**config.mk**
```make
export PLATFORM = sky130hd
export DESIGN_NAME = f_div_ctrl
export DESIGN_NICKNAME = d
export VERILOG_FILES = /design/src/rtl/f_div_pkg.sv /design/src/rtl/f_div_core.sv /design/src/rtl/f_div_ctrl.sv
export SDC_FILE = /design/constraint.sdc
export NUM_CORES = 1
export LEC_CHECK = 0
export CAP_MARGIN = 15
export CELL_PAD_IN_SITES_DETAIL_PLACEMENT = 1
export CELL_PAD_IN_SITES_GLOBAL_PLACEMENT = 1
export CORE_ASPECT_RATIO = 0.6
export CORE_MARGIN = 5
export CORE_UTILIZATION = 40
export CTS_BUF_LIST = sky130_fd_sc_hd__clkbuf_8
export CTS_CLUSTER_SIZE = 30
export DETAILED_ROUTE_END_ITERATION = 10
export PLACE_DENSITY = 0.88
export SLEW_MARGIN = 20
export SYNTH_ARGS = -nofsm -noshare
export SYNTH_HDL_FRONTEND = slang
export SYNTH_SLANG_ARGS = --single-unit
```
**constraint.sdc**
```tcl
create_clock -name clk_in -period 2.9 [get_ports clk_in]
set_clock_uncertainty 0.2 [all_clocks]
set_input_delay 0.29 -clock clk_in [delete_from_list [all_inputs] [get_ports clk_in]]
set_output_delay 0.29 -clock clk_in [all_outputs]
set_load 0.05 [all_outputs]
```
**src/rtl/f_div_pkg.sv**
```systemverilog
// f_div_pkg: shared definitions for the programmable clock-divider controller.
//   state_t      : controller state encoding (OFF, RUN, PEND, STOP)
//   DIV_MIN      : smallest ratio the divider can produce
//   is_legal_div : ratio legality check used by the request handshake
package f_div_pkg;

  typedef enum logic [1:0] {
    OFF  = 2'd0,
    RUN  = 2'd1,
    PEND = 2'd2,
    STOP = 2'd3
  } state_t;

  localparam int unsigned DIV_MIN = 2;

  // A ratio below 2 cannot produce a clock with both a high and a low phase.
  function automatic logic is_legal_div(input logic [31:0] v);
    return (v >= DIV_MIN);
  endfunction

endpackage

```
**src/rtl/f_div_core.sv**
```systemverilog
// f_div_core: period counter plus registered clk_out / tick generation.
// Ports:
//   clk_in   in   fast clock
//   rst      in   asynchronous active-low reset
//   run      in   divider is counting in the next cycle (low clears everything)
//   restart  in   start a fresh period (cnt=0) instead of continuing
//   n        in   ratio in effect for the current cycle (drives wrap detection)
//   n_nxt    in   ratio in effect for the next cycle (drives clk_out/tick)
//   boundary out  current cycle is the last of the period (cnt == n-1)
//   clk_out  out  registered divided clock, high while cnt < n/2
//   tick     out  registered, high while cnt == n-1
module f_div_core
  import f_div_pkg::*;
#(
  parameter int DIV_W = 4
) (
  input  logic             clk_in,
  input  logic             rst,
  input  logic             run,
  input  logic             restart,
  input  logic [DIV_W-1:0] n,
  input  logic [DIV_W-1:0] n_nxt,
  output logic             boundary,
  output logic             clk_out,
  output logic             tick
);

  localparam logic [DIV_W-1:0] ONE = DIV_W'(1);

  logic [DIV_W-1:0] cnt;
  logic [DIV_W-1:0] cnt_nxt;

  assign boundary = (cnt == (n - ONE));

  always_comb begin
    cnt_nxt = cnt + ONE;
    if (restart || boundary) begin
      cnt_nxt = '0;
    end
  end

  // clk_out and tick are computed from the next count and the next ratio so
  // that, once registered, they line up with cnt in the same cycle. A ratio
  // switch at a boundary therefore shapes the very first cycle correctly.
  always_ff @(posedge clk_in or negedge rst) begin
    if (!rst) begin
      cnt     <= '0;
      clk_out <= 1'b0;
      tick    <= 1'b0;
    end else if (!run) begin
      cnt     <= '0;
      clk_out <= 1'b0;
      tick    <= 1'b0;
    end else begin
      cnt     <= cnt_nxt;
      clk_out <= (cnt_nxt < (n_nxt >> 1));
      tick    <= (cnt_nxt == (n_nxt - ONE));
    end
  end

endmodule

```
**src/rtl/f_div_ctrl.sv**
```systemverilog
// f_div_ctrl: glitch-free programmable divider controller. Owns the run/stop
// FSM and the ratio-change handshake; the counter lives in f_div_core.
// Ports:
//   clk_in   in   fast clock, all state changes on its rising edge
//   rst      in   asynchronous active-low reset
//   en       in   run enable (level)
//   div_req  in   ratio change request, held until div_ack
//   div_val  in   requested ratio, stable while div_req is high
//   div_ack  out  one-cycle acknowledge
//   div_err  out  one-cycle reject flag, coincident with div_ack
//   busy     out  a ratio change is queued, waiting for a period boundary
//   cur_div  out  ratio currently in effect
//   clk_out  out  registered divided clock
//   tick     out  one-cycle pulse in the last cycle of each period
module f_div_ctrl
  import f_div_pkg::*;
#(
  parameter int DIV_W       = 4,
  parameter int DEFAULT_DIV = 2
) (
  input  logic             clk_in,
  input  logic             rst,
  input  logic             en,
  input  logic             div_req,
  input  logic [DIV_W-1:0] div_val,
  output logic             div_ack,
  output logic             div_err,
  output logic             busy,
  output logic [DIV_W-1:0] cur_div,
  output logic             clk_out,
  output logic             tick
);

  state_t           state, state_n;
  logic [DIV_W-1:0] cur_div_n;
  logic [DIV_W-1:0] pend_div, pend_div_n;
  logic             busy_n, ack_n, err_n;
  logic             take, legal, core_bnd, bnd;
  logic             run, restart;

  // A request is only looked at when no acknowledge is in flight and nothing
  // is already queued, so a held div_req is never double-counted.
  assign take  = div_req && !div_ack && !busy;
  assign legal = is_legal_div(32'(div_val));
  assign bnd   = core_bnd && (state != OFF);

  always_ff @(posedge clk_in or negedge rst) begin
    if (!rst) begin
      state    <= OFF;
      cur_div  <= DIV_W'(DEFAULT_DIV);
      pend_div <= '0;
      busy     <= 1'b0;
      div_ack  <= 1'b0;
      div_err  <= 1'b0;
    end else begin
      state    <= state_n;
      cur_div  <= cur_div_n;
      pend_div <= pend_div_n;
      busy     <= busy_n;
      div_ack  <= ack_n;
      div_err  <= err_n;
    end
  end

  always_comb begin
    state_n    = state;
    cur_div_n  = cur_div;
    pend_div_n = pend_div;
    busy_n     = busy;
    ack_n      = 1'b0;
    err_n      = 1'b0;

    if (take && !legal) begin
      ack_n = 1'b1;
      err_n = 1'b1;
    end

    case (state)
      OFF: begin
        // Nothing is running, so a legal ratio can be applied immediately.
        if (take && legal) begin
          cur_div_n = div_val;
          ack_n     = 1'b1;
        end
        if (en) begin
          state_n = RUN;
        end
      end

      RUN, PEND, STOP: begin
        // take implies busy==0, so queueing and applying never overlap.
        if (take && legal) begin
          if (bnd && !en) begin
            // Divider is about to stop: treat it like a request in OFF.
            cur_div_n = div_val;
            ack_n     = 1'b1;
          end else begin
            pend_div_n = div_val;
            busy_n     = 1'b1;
          end
        end
        if (bnd && busy) begin
          cur_div_n = pend_div;
          busy_n    = 1'b0;
          ack_n     = 1'b1;
        end
        // en only matters at a boundary: a period, once started, always
        // completes, and en returning before the boundary resumes running.
        if (bnd && !en) begin
          state_n = OFF;
        end else if (!en) begin
          state_n = STOP;
        end else if (busy_n) begin
          state_n = PEND;
        end else begin
          state_n = RUN;
        end
      end

      default: begin
        state_n = OFF;
      end
    endcase
  end

  assign run     = (state_n != OFF);
  assign restart = (state == OFF);

  f_div_core #(
    .DIV_W(DIV_W)
  ) u_core (
    .clk_in  (clk_in),
    .rst     (rst),
    .run     (run),
    .restart (restart),
    .n       (cur_div),
    .n_nxt   (cur_div_n),
    .boundary(core_bnd),
    .clk_out (clk_out),
    .tick    (tick)
  );

endmodule

```
### Word level (Yosys, flattened, before mapping)

Index checks and enable logic that the tools add are counted.

* bits in registers: 19
* bits in latches: 0
* bits in writable memories: 0
* ROM bits: 0
* input bits: 8
* logic and storage cells: 61
* memories kept: 0

* $add $sub $neg: 3
* $mul: 0
* div/mod/pow operators: 0
* magnitude comparators: 2
* equality and inequality tests: 5
* shifts and indexed selects: 0
* multiplexer cells: 24
* bitwise logic cells: 1
* reductions and logical operators: 17

Operator list (number)
* 4-bit two-way mux: 6
* 1-bit two-way mux: 11
* 4-bit == test: 2
* 2-bit two-way mux: 4
* 4-bit one-hot mux with 2 select lines: 1
* 4-bit by 1-bit subtractor with 4-bit output (second input constant): 2
* 1-bit logical AND: 7
* 4-bit by 1-bit adder with 4-bit output (second input constant): 1
* 2-bit == test (second input constant): 2
* 4-bit by 2-bit greater-or-equal comparator with 1-bit output (second input constant): 1
* 1-bit logical NOT: 4
* 4-bit by 3-bit < comparator with 1-bit output: 1
* 2-bit one-hot mux with 2 select lines: 1
* 2-bit nonzero test: 2
* 3-bit AND reduction: 1
* 3-bit OR reduction: 1
* 2-bit by 1-bit == test with 1-bit output (second input constant): 1
* 2-bit logical NOT: 1
* 1-bit one-hot mux with 2 select lines: 1
* 1-bit logical OR: 1
* 1-bit inverter: 1

### Longest topological paths before layout

* word-level depth: 14
* depth in mapped cells: 14
* mapped depth without buffers: 13

### Hierarchy

Synthesis repeated with hierarchy kept, for this count alone.

* cells, all modules: 122
* area, all modules: 1260.0 sq um

By module, submodules not included
* f_div_ctrl: instances 1, cells each 60, area each 686.9 sq um
* f_div_core: instances 1, cells each 62, area each 573.0 sq um

### Least setup slack after synthesis

OpenSTA, ideal clock, no wires.

* kind: reg2reg
* start: register cur_div[0]
* end: register u_core.tick
* data arrival time: 2969 ps
* slack: -406 ps
* cell stages (with the launch flop): 12
* buffers on the path: 0
* period minus slack after synthesis: 3306 ps
* path through: dfrtp_1 > inv_1 > ha_1 > xor2_1 > nand3_1 > nor3_1 > nor2_1 > a221o_1 > ha_1 > mux2_2 > nand3b_1 > a221oi_2

* longest elaborated chain between the ends: 14
* elaborated cells on any way between the ends: 24
* those cells by class: 2 x add/sub; 2 x eq/ne; 15 x mux; 5 x reduce/logical

Ends and longest elaborated chain
* start, declared: RTL line f_div_ctrl.sv:29 `output logic [DIV_W-1:0] cur_div,`
* start signal, assigned: RTL line f_div_ctrl.sv:50 `cur_div <= DIV_W'(DEFAULT_DIV);`
* start signal, assigned: RTL line f_div_ctrl.sv:57 `cur_div <= cur_div_n;`
* branches (longest 13 deep; another with 4-bit by 1-bit subtractor with 4-bit output)
* 1-bit two-way mux *: RTL line f_div_core.sv:50 `end else if (!run) begin`
* end signal, assigned: RTL line f_div_core.sv:57 `tick <= (cnt_nxt == (n_nxt - ONE));`
* end, declared: RTL line f_div_core.sv:25 `output logic tick`

Mark *: on every way between the ends. The select of a mux whose other input is x is not followed.
A chain may end at the register's enable or synchronous reset.

### Worst setup path in the final report

* start: register cur_div[1]
* end: register u_core.tick

* elaborated cells on any way between the ends: 24
* those cells by class: 2 x add/sub; 2 x eq/ne; 15 x mux; 5 x reduce/logical

RTL lines
* 4-bit by 1-bit subtractor with 4-bit output: RTL line f_div_core.sv:33 `assign boundary = (cnt == (n - ONE));`
* 4-bit == test: RTL line f_div_core.sv:33
* 1-bit logical AND: RTL line f_div_ctrl.sv:45 `assign bnd = core_bnd && (state != OFF);`
* 1-bit logical AND: RTL line f_div_ctrl.sv:93 `if (bnd && !en) begin`
* 4-bit two-way mux: RTL line f_div_ctrl.sv:93
* 4-bit two-way mux: RTL line f_div_ctrl.sv:92 `if (take && legal) begin`
* 4-bit two-way mux: RTL line f_div_ctrl.sv:102 `if (bnd && busy) begin`
* 4-bit one-hot mux with 2 select lines *: RTL line f_div_ctrl.sv:78 `case (state)`
* via cur_div_n[1]: RTL line f_div_ctrl.sv:35 `logic [DIV_W-1:0] cur_div_n;`
* 4-bit by 1-bit subtractor with 4-bit output *: RTL line f_div_core.sv:57
* 4-bit == test *: RTL line f_div_core.sv:57
* 1-bit two-way mux *: RTL line f_div_core.sv:50

Mark *: on every way through the listed nets, which the timed path passes. The rest lies on a longest branch. The select of a mux whose other input is x is not followed.

==> impl_results.md <==
* HPWL after detailed placement at 3840 µm
* Post-Syn Nets at 142
* Global Route met1 Usage at 0.277
* # setup viols final at 2
* Global route hottest layer: met2
* Starting Density at 0.409
* Fraction of layout cells with a size suffix above 1 at 0.441
* Multi-input logic area at 885 µm²
* CTS tree: built
* Clock Latency Late Sink at 0.26 ns
* Total die area at 0.00453 mm²
* Final hold violations at 0
* Core area at 0.00318 mm²
* Fill cell count at 363
* Register area at 482 µm²
* Slew of the pin with the lowest slew margin at 0.905 ns
* Violated checks: negative setup slack
* Peak supply drop at 0.692 mV
* Most frequent cells in the layout: 39 x buf_4, 17 x dfrtp_1, 16 x clkdlybuf4s50_1
* Post-route ant nets at 0
* Worst hold path class: input port to async pin
* Clock Tree Buf Depth at 2
* Final worst setup slack at -0.392 ns
* CP Capture Type: flip-flop
* WP data arrival at 3.26 ns
* DRT Wirelength at 5540 µm
* Number of cells on the worst reg-to-reg path at 10
* Final Cycle Share at 1.14
* Hold_ws at 0.331 ns
* # H-tree levels at 1
* Vias at 1393
* Mapped Cells at 129
* Tot GR Track Use at 0.254
* Startpoint types: flip-flop
* Post-synth ARST share at 1.00
* LEAKAGE at 0.000904 µW
* Largest net degree at the start of global routing at 20
* Post-Route Utilization at 0.623
* GRT overflow at 0
* Routability cong. at 0.933
* Yosys cell types at 43
* Seq cells post-synth at 19
* Mean Syn Cell Area at 10.1 µm²
* Yosys Warn Count at 0
* Most common cell after layout, fill and taps aside: buf_4
* DRC at 0
* Sequential area share after synthesis at 0.366
* CP required at 2.87 ns
* # IOs at 17
* Vias in the first global route at 1531
* Ant. Diodes at 0
* Status: complete, but fails checks
* Max-slew violation count at 0
* Max Clock Freq at 304 MHz
* Drt first pass iters at 4
* Layout area overhead at 52.5%
* Max FO, Critical Path at 5
* Most common flop cell mapped by yosys: dfrtp_1
* Synthesized area at 0.00130 mm²
* Max Cap Viol at 0
* I/O Buffers at 16
* Initial antenna violation count at 0
* R2r setup slk at -0.39 ns
* First-pass GRT wire length at 8410 µm
* 1st-iter DRT viols at 110
* Max-slew headroom at 0.395
* Die Ht at 54.2 µm
* Post-layout min period at 3.29 ns
* Dpl ws at -0.493 ns
* Critical path type: flip-flop to flip-flop
* Total Nets Final at 202
* Root Driver: clkbuf_8
* PwrDens at 1500 mW/mm²
* RSZ-0062 raised after global routing: yes
* CTS Buf Count at 3
* Met2 Track Usage GR at 0.472
* Routed via count divided by cell count at 5.98
* Met3 usage at 0.0765
* Clk slew on worst S/H paths at 0.08 ns
* Post-synth EDFFs at 0
* Routed len/inst at 23.8 µm
* FP Rows at 16
* Overall die width at 83.6 µm
* Clk sink count at 19
-- synthesized netlist by cell type (2+ instances only) --
cell,n,area share
a211oi_1,5,0.029
a21oi_1,5,0.019
a221o_1,3,0.023
a31oi_1,2,0.0096
and2_1,4,0.019
and3_4,2,0.017
dfrtp_1,18,0.35
ha_1,5,0.048
inv_1,10,0.029
mux2_2,5,0.043
mux2i_1,5,0.038
nand2_1,6,0.017
nand3_1,5,0.019
nor2_1,9,0.026
nor3_1,3,0.012
nor3_2,2,0.015
o21ai_0,9,0.035
xnor2_1,2,0.013
xor2_1,5,0.034
-- routing by layer --
| metal | share of wire | wire (µm) | vias to the layer above |
|---|---|---|---|
| li1 | - | - | 586 |
| met1 | 0.38 | 2100 | 668 |
| met2 | 0.47 | 2630 | 105 |
| met3 | 0.10 | 567 | 34 |
| met4 | 0.044 | 242 | 0 |
| met5 | 0 | 0 | - |
-- final cells by class --
class | count | share of cell area
Tap cell | 45 | 0.0284
Clock inverter | 1 | 0.00252
Timing Repair Buffer | 57 | 0.240
Multi-Input combinational cell | 98 | 0.446
Inverter | 10 | 0.0202
Clock buffer | 3 | 0.0208
Sequential cell | 19 | 0.243
-- per-stage QoR --
step | std cells | setup TNS [ns] | area (µm²) | power [µW]
final | 233 | -0.692 | 1980 | 2980
after global routing | 233 | -0.893 | 1980 | 3100
after CTS | 232 | -0.378 | 1940 | 2750
after detailed placement | 224 | -0.788 | 1810 | 2390
after global placement | 224 | -0.480 | 1810 | 2240
after floorplan | 129 | -0.310 | 1330 | 1610
-- what timing repair did --
action	in CTS	in global routing
gates resized for setup	13	7
pin swaps	7	9
setup endpoints to repair	2	2
hold buffers	0	0
setup buffers	4	2
-- power by group --
| part | switching, µW | total (µW) | internal [µW] | leakage, µW |
|---|---|---|---|---|
| sequential | 114 | 511 | 397 | 0.000224 |
| combinational | 1250 | 2270 | 1020 | 0.000654 |
| clock | 98.7 | 195 | 95.9 | 0.0000255 |
| total | 1460 | 2980 | 1510 | 0.000904 |
-- sequential cells by signal, summed over array words and instances (netlist names) --
register and cells:
div_err 1, u_core.cnt 4, busy 1, u_core.clk_out 1, state 2, cur_div 4
u_core.tick 1, pend_div 4, div_ack 1
-- kinds of logic (layout without fill, tap and decap cells) --
logic type,after synthesis,count (layout),share of synthesized area
compound gates,32,32,0.181
simple gates,42,42,0.206
fa+ha+maj,5,5,0.0481
buf+inv,12,71,0.0404
flops,19,19,0.366
mux,10,10,0.0817
xor+xnor,9,9,0.0769
-- path summary, 6_finish.rpt --
path	startpoint	endpoint
max	cur_div[1]$_DFF_PN1_	u_core.tick$_DFF_PN0_
min	rst	pend_div[3]$_DFFE_PN0P_
max reg2reg	cur_div[1]$_DFF_PN1_	u_core.tick$_DFF_PN0_
min reg2reg	pend_div[2]$_DFFE_PN0P_	pend_div[2]$_DFFE_PN0P_
max in group asynchronous	rst	cur_div[0]$_DFF_PN0_
min in group clk_in	pend_div[2]$_DFFE_PN0P_	pend_div[2]$_DFFE_PN0P_
-- critical path, stage by stage (launching register included) --
cell	delay [ns]
dfstp_4	0.64
inv_4	0.04
ha_4	0.28
xor2_4	0.17
and3_4	0.25
nand3_1	0.18
mux2i_1	0.34
a21oi_2	0.12
buf_4	0.16
or4_4	0.52
a221oi_2	0.29
No activity file was read; power rests on OpenSTA's default activity.
